[config.mk]
export PLATFORM = sky130hd
export DESIGN_NAME = gcd_engine_param
export DESIGN_NICKNAME = d
export VERILOG_FILES = /design/src/rtl/gcd_engine_param.sv
export SDC_FILE = /design/constraint.sdc
export NUM_CORES = 1
export LEC_CHECK = 0
export CORE_MARGIN = 3
export CORE_UTILIZATION = 51
export CTS_CLUSTER_SIZE = 14
export DETAILED_ROUTE_END_ITERATION = 10
export PLACE_DENSITY = 0.79
export SLEW_MARGIN = 20
export SYNTH_ARGS = -nofsm -noshare
export SYNTH_HDL_FRONTEND = slang
export SYNTH_SLANG_ARGS = --single-unit
[constraint.sdc]
create_clock -name clk -period 2.09 [get_ports clk]
set_input_delay 0.3135 -clock clk [delete_from_list [all_inputs] [get_ports clk]]
set_output_delay 0.3135 -clock clk [all_outputs]
set_load 0.1 [all_outputs]
[src/rtl/gcd_engine_param.sv]
// Parametrised GCD engine: subtractive Euclid (MODE 0) or binary Stein (MODE 1).
// Define GCD_CYCLE_COUNT_EN to build the CALC-cycle counter and the cycles port.
module gcd_engine_param #(
   parameter int unsigned WIDTH = 16,
   parameter int unsigned MODE  = 0
) (
   input  logic             clk,
   input  logic             rst,
   input  logic             in_valid,
   output logic             in_ready,
   input  logic [WIDTH-1:0] a_in,
   input  logic [WIDTH-1:0] b_in,
   output logic             out_valid,
   input  logic             out_ready,
   output logic [WIDTH-1:0] gcd_out,
`ifdef GCD_CYCLE_COUNT_EN
   output logic             zero_err,
   output logic [WIDTH:0]   cycles
`else
   output logic             zero_err
`endif
);

   localparam int unsigned KW = $clog2(WIDTH) + 1;
   localparam int unsigned CW = WIDTH + 1;

   typedef enum logic [1:0] {StIdle, StCalc, StDone} state_e;

   state_e           state_q;
   logic [WIDTH-1:0] a_q, b_q;
   logic [KW-1:0]    k_q;
   logic [WIDTH-1:0] a_minus_b, b_minus_a;

   assign in_ready  = (state_q == StIdle) && !rst;
   assign a_minus_b = a_q - b_q;
   assign b_minus_a = b_q - a_q;

`ifdef GCD_CYCLE_COUNT_EN
   logic [WIDTH:0] count_q;
   logic [WIDTH:0] count_inc;

   // Saturating so a stuck count can never wrap back to a small value.
   assign count_inc = (count_q == '1) ? count_q : count_q + CW'(1);
`endif

   always_ff @(posedge clk) begin
      if (rst) begin
         state_q   <= StIdle;
         out_valid <= 1'b0;
         gcd_out   <= '0;
         zero_err  <= 1'b0;
         a_q       <= '0;
         b_q       <= '0;
         k_q       <= '0;
`ifdef GCD_CYCLE_COUNT_EN
         count_q   <= '0;
         cycles    <= '0;
`endif
      end else begin
         unique case (state_q)
            StIdle: begin
               if (in_valid) begin
                  a_q      <= a_in;
                  b_q      <= b_in;
                  k_q      <= '0;
                  zero_err <= (a_in == '0) && (b_in == '0);
`ifdef GCD_CYCLE_COUNT_EN
                  count_q  <= '0;
`endif
                  if ((a_in == '0) || (b_in == '0)) begin
                     gcd_out   <= a_in | b_in;
                     out_valid <= 1'b1;
                     state_q   <= StDone;
`ifdef GCD_CYCLE_COUNT_EN
                     cycles    <= '0;
`endif
                  end else begin
                     state_q <= StCalc;
                  end
               end
            end

            StCalc: begin
`ifdef GCD_CYCLE_COUNT_EN
               count_q <= count_inc;
`endif
               if (a_q == b_q) begin
                  // k stays 0 in MODE 0, so the shift is a no-op there.
                  gcd_out   <= a_q << k_q;
                  out_valid <= 1'b1;
                  state_q   <= StDone;
`ifdef GCD_CYCLE_COUNT_EN
                  cycles    <= count_inc;
`endif
               end else if (MODE == 0) begin
                  if (a_q < b_q) b_q <= b_minus_a;
                  else           a_q <= a_minus_b;
               end else begin
                  if (!a_q[0] && !b_q[0]) begin
                     a_q <= a_q >> 1;
                     b_q <= b_q >> 1;
                     k_q <= k_q + KW'(1);
                  end else if (!a_q[0]) begin
                     a_q <= a_q >> 1;
                  end else if (!b_q[0]) begin
                     b_q <= b_q >> 1;
                  end else if (a_q > b_q) begin
                     a_q <= a_minus_b >> 1;
                  end else begin
                     b_q <= b_minus_a >> 1;
                  end
               end
            end

            StDone: begin
               if (out_ready) begin
                  out_valid <= 1'b0;
                  state_q   <= StIdle;
               end
            end

            default: state_q <= StIdle;
         endcase
      end
   end

endmodule

==> results.txt <==
----------------------------------------------------
[Global routing]
  Via count of the first global-routing pass ... 5532
  Total track usage ... 0.3986
  Maximum number of pins on one net before global-route repair ... 31
  Gr ovfl total ... 0
  Initial antenna violation count ... 0
  Wire length of the first global-routing pass ... 30070 µm

[Run status]
  Run status ... finished with violations
  Violations in the final reports ... setup timing

[STA]
  Hold violation total from the final report ... 0
  Actual slew at the worst max-slew pin ... 604.6 ps
  Worst clock skew ... 10.60 ps
  Max_slew headroom ... 0.5940
  Final setup violating endpoints ... 50
  Min Clock Period, post-route ... 2713 ps
  Final period util ... 1.298
  Number of pins with negative max-slew slack in the final report ... 0
  Highest clock frequency the design can meet ... 0.3686 GHz
  Worst path setup slack after routing ... -623.1 ps
  Post-Route Hold Slack ... 510.6 ps
  Setup tns final ... -16510 ps
  Unrepaired setup endpoints after global routing ... yes

[Power]
  Peak supply drop ... 0.5707 mV
  Net Sw Frac ... 0.4693
  Portion of total power attributed to combinational logic ... 0.733
  Net switching component of the power ... 3.626 mW
  Internal power ... 4.101 mW
  Sequential share of power ... 0.166
  Power per unit of standard cell area ... 1122 nW/µm²
  Clock network fraction of total power ... 0.101
  P_leak ... 2.820 nW
  Design Power ... 7.727 mW

[Setup path]
  Crit Path Class ... reg -> reg
  Critical path data required time ... 2320 ps
  Critical path data arrival time ... 2950 ps
  Kind of capture point of the worst setup path ... register
  Highest net fanout along the worst path ... 3
  Startpoint class of the critical path ... register

[Clocking]
  Number of levels the H-tree was split into ... 2
  Clk Latency, worst-skew pair ... 320 ps
  Clk sink count ... 52
  Clock slew seen by the registers of the worst setup and hold paths ... 110 ps
  Clock tree from TritonCTS ... done
  Maximum clock insertion buffer count ... 2
  Number of hold buffers added after CTS ... 0
  Cts bufs inserted ... 5
  Clock tree root buffer cell ... clkbuf_8

[Cells and area]
  Total non-filler cell area in the finished layout ... 6884 µm²
  Diodes inserted ... 0
  Net total in the final layout ... 822
  Layout cells sized above 1 ... 0.4602
  Syn-to-layout area delta ... 63.60%
  Non-filler cells, final ... 856

[Die]
  Die Y-Extent ... 96.83 µm
  Standard-cell row count ... 32
  DIE WIDTH ... 96.83 µm
  I/O Pins ... 55
  Total Die Area ... 9376 µm²
  Starting density of the core ... 0.5362
  Total core area ... 7848 µm²

[Placement]
  Total of buffers placed on input and output ports ... 54
  Total placed instance area ... 5879 µm²
  Detailed placer's ending HPWL ... 12090 µm
  Final estimated routing congestion in global placement ... 0.9774
  Number of cells in the design after placement ... 813

[Synthesis]
  Most frequent cell after synthesis ... nor2_1
  Cell area after technology mapping ... 4208 µm²
  Top_reg_cell synth ... dfxtp_1
  Main combinational cell family by area after synthesis ... compound AO/OA/AOI/OAI gates
  Post-synthesis share of cell area spent on xor and xnor gates ... 0.02290
  Library cells used by synthesis ... 60
  Post-Syn Nets ... 618
  Sequential element share of the synthesized area ... 0.2474
  Largest area contributor in the netlist ... dfxtp_1
  Synth Area in Compound Gates ... 0.2831
  Post-Syn Area per Cell ... 7.664 µm²
  Area share of the largest cell type after synthesis ... 0.2474
  Synthesis Warnings ... 0
  Adder-cell share of the synthesized area ... 0.1017
  Synthesized netlist cell count ... 549
  Post-synthesis share of cell area spent on and, or, nand and nor gates ... 0.2108
  Fraction of synthesized area in multiplexers ... 0.04847
  Synth async-reset ratio ... 0
  Cell types occupying the most area after synthesis ... dfxtp_1, ha_1, nor2_1
  Number of enable flip-flop cells after synthesis ... 0
  Post-synthesis sequential element count ... 52
  Top cell types by occurrence after synthesis ... nor2_1, dfxtp_1, o21ai_0, nand2_1, inv_1

[Min path]
  Class of the most critical hold timing path ... in -> reg

[Route]
  Post-DRT Antenna Nets ... 0
  Mean routed wirelength per cell ... 26.35 µm
  Initial DRT Pass Iterations ... 6
  WL final ... 22560 µm
  Violation count after the first detailed-route iteration ... 839
  Via count ... 5986
  DRC ... 0
  Vias per std cell ... 6.993

[Run]
  MaxCap Viol Count ... 0

----------------------------------------------------
worst max-delay path, cell delays in order (launching register included):
cell and delay (ps):
dfxtp_2 350, inv_1 50, ha_1 240, fa_1 470, nor2b_4 180, o31ai_4 110, and2_1 210, xnor2_1 510
nand2_1 220, a311oi_2 290
per-stage QoR:
stage	util	setup slack, ps
floorplan	-	-43.27
global placement	0.7492	-419.6
detailed placement	0.7492	-457.3
CTS	0.8458	-255.4
global route	0.8772	-635.5
finish	0.8772	-623.1
layer usage:
metal / vias to the layer above / track usage / part of all wire
met1: 2720 / 0.5035 / 0.34
met4: 0 / 0.2117 / 0.11
met5: - / 0 / 0
met3: 258 / 0.07498 / 0.13
met2: 629 / 0.6417 / 0.42
li1: 2379 / - / -
kinds of logic (layout without fill, tap and decap cells):
family / Yosys count / after routing
simple gates: 184 / 184
compound gates: 174 / 174
buf+inv: 75 / 280
flops: 52 / 52
fa+ha+maj: 33 / 33
mux: 20 / 20
xor+xnor: 11 / 11
state kept, by name (all words and copies together) (netlist names):
register	count
a_q	16
b_q	16
gcd_out	16
out_valid	1
state_q	2
zero_err	1
power groups by stage:
stage	combinational, mW	sequential (mW)	clock [mW]
floorplan	2.41	1.25	0
global placement	3.89	1.24	0
detailed placement	3.97	1.25	0
CTS	4.61	1.26	0.770
global route	5.84	1.30	0.809
finish	5.66	1.29	0.777
cell type report:
cell class	instances	area, µm²
clock buffer	6	82.58
clock inverter	2	38.79
fill	358	963.4
inverter	37	143.9
multi-input combinational	422	3416
sequential	52	1076
tap	102	127.6
timing repair buffer	235	1999
placed cells by master (no fill, tap or decap), types with 10 or more instances in the layout:
| cell | instances |
|---|---|
| buf_4 | 180 |
| nor2_1 | 52 |
| o21ai_0 | 46 |
| nand2_1 | 39 |
| clkdlybuf4s50_1 | 33 |
| a21oi_1 | 31 |
| inv_1 | 29 |
| dfxtp_1 | 26 |
| dfxtp_2 | 25 |
| ha_4 | 15 |
| mux2i_1 | 14 |
| ha_1 | 14 |
| o21ai_1 | 13 |
| nor2_4 | 12 |
| buf_6 | 11 |
| nor2_2 | 10 |
path summary, 6_finish.rpt:
kind | startpoint | endpoint | slack [ps] | depth (start not counted)
max | b_q[0]$_SDFFE_PP0P_ | b_q[6]$_SDFFE_PP0P_ | -620 | 9
min | rst | a_q[6]$_SDFFE_PP0P_ | 510 | 2
max reg2reg | b_q[0]$_SDFFE_PP0P_ | b_q[6]$_SDFFE_PP0P_ | -620 | 9
min reg2reg | gcd_out[11]$_SDFFE_PP0P_ | gcd_out[11]$_SDFFE_PP0P_ | 510 | 2
repair_timing:
action,in CTS,in global routing
resized for setup,80,71
setup endpoints to repair,50,51
setup buffers,24,17
pin swaps,25,31
gates cloned,6,0
No activity file was read; power rests on OpenSTA's default activity.
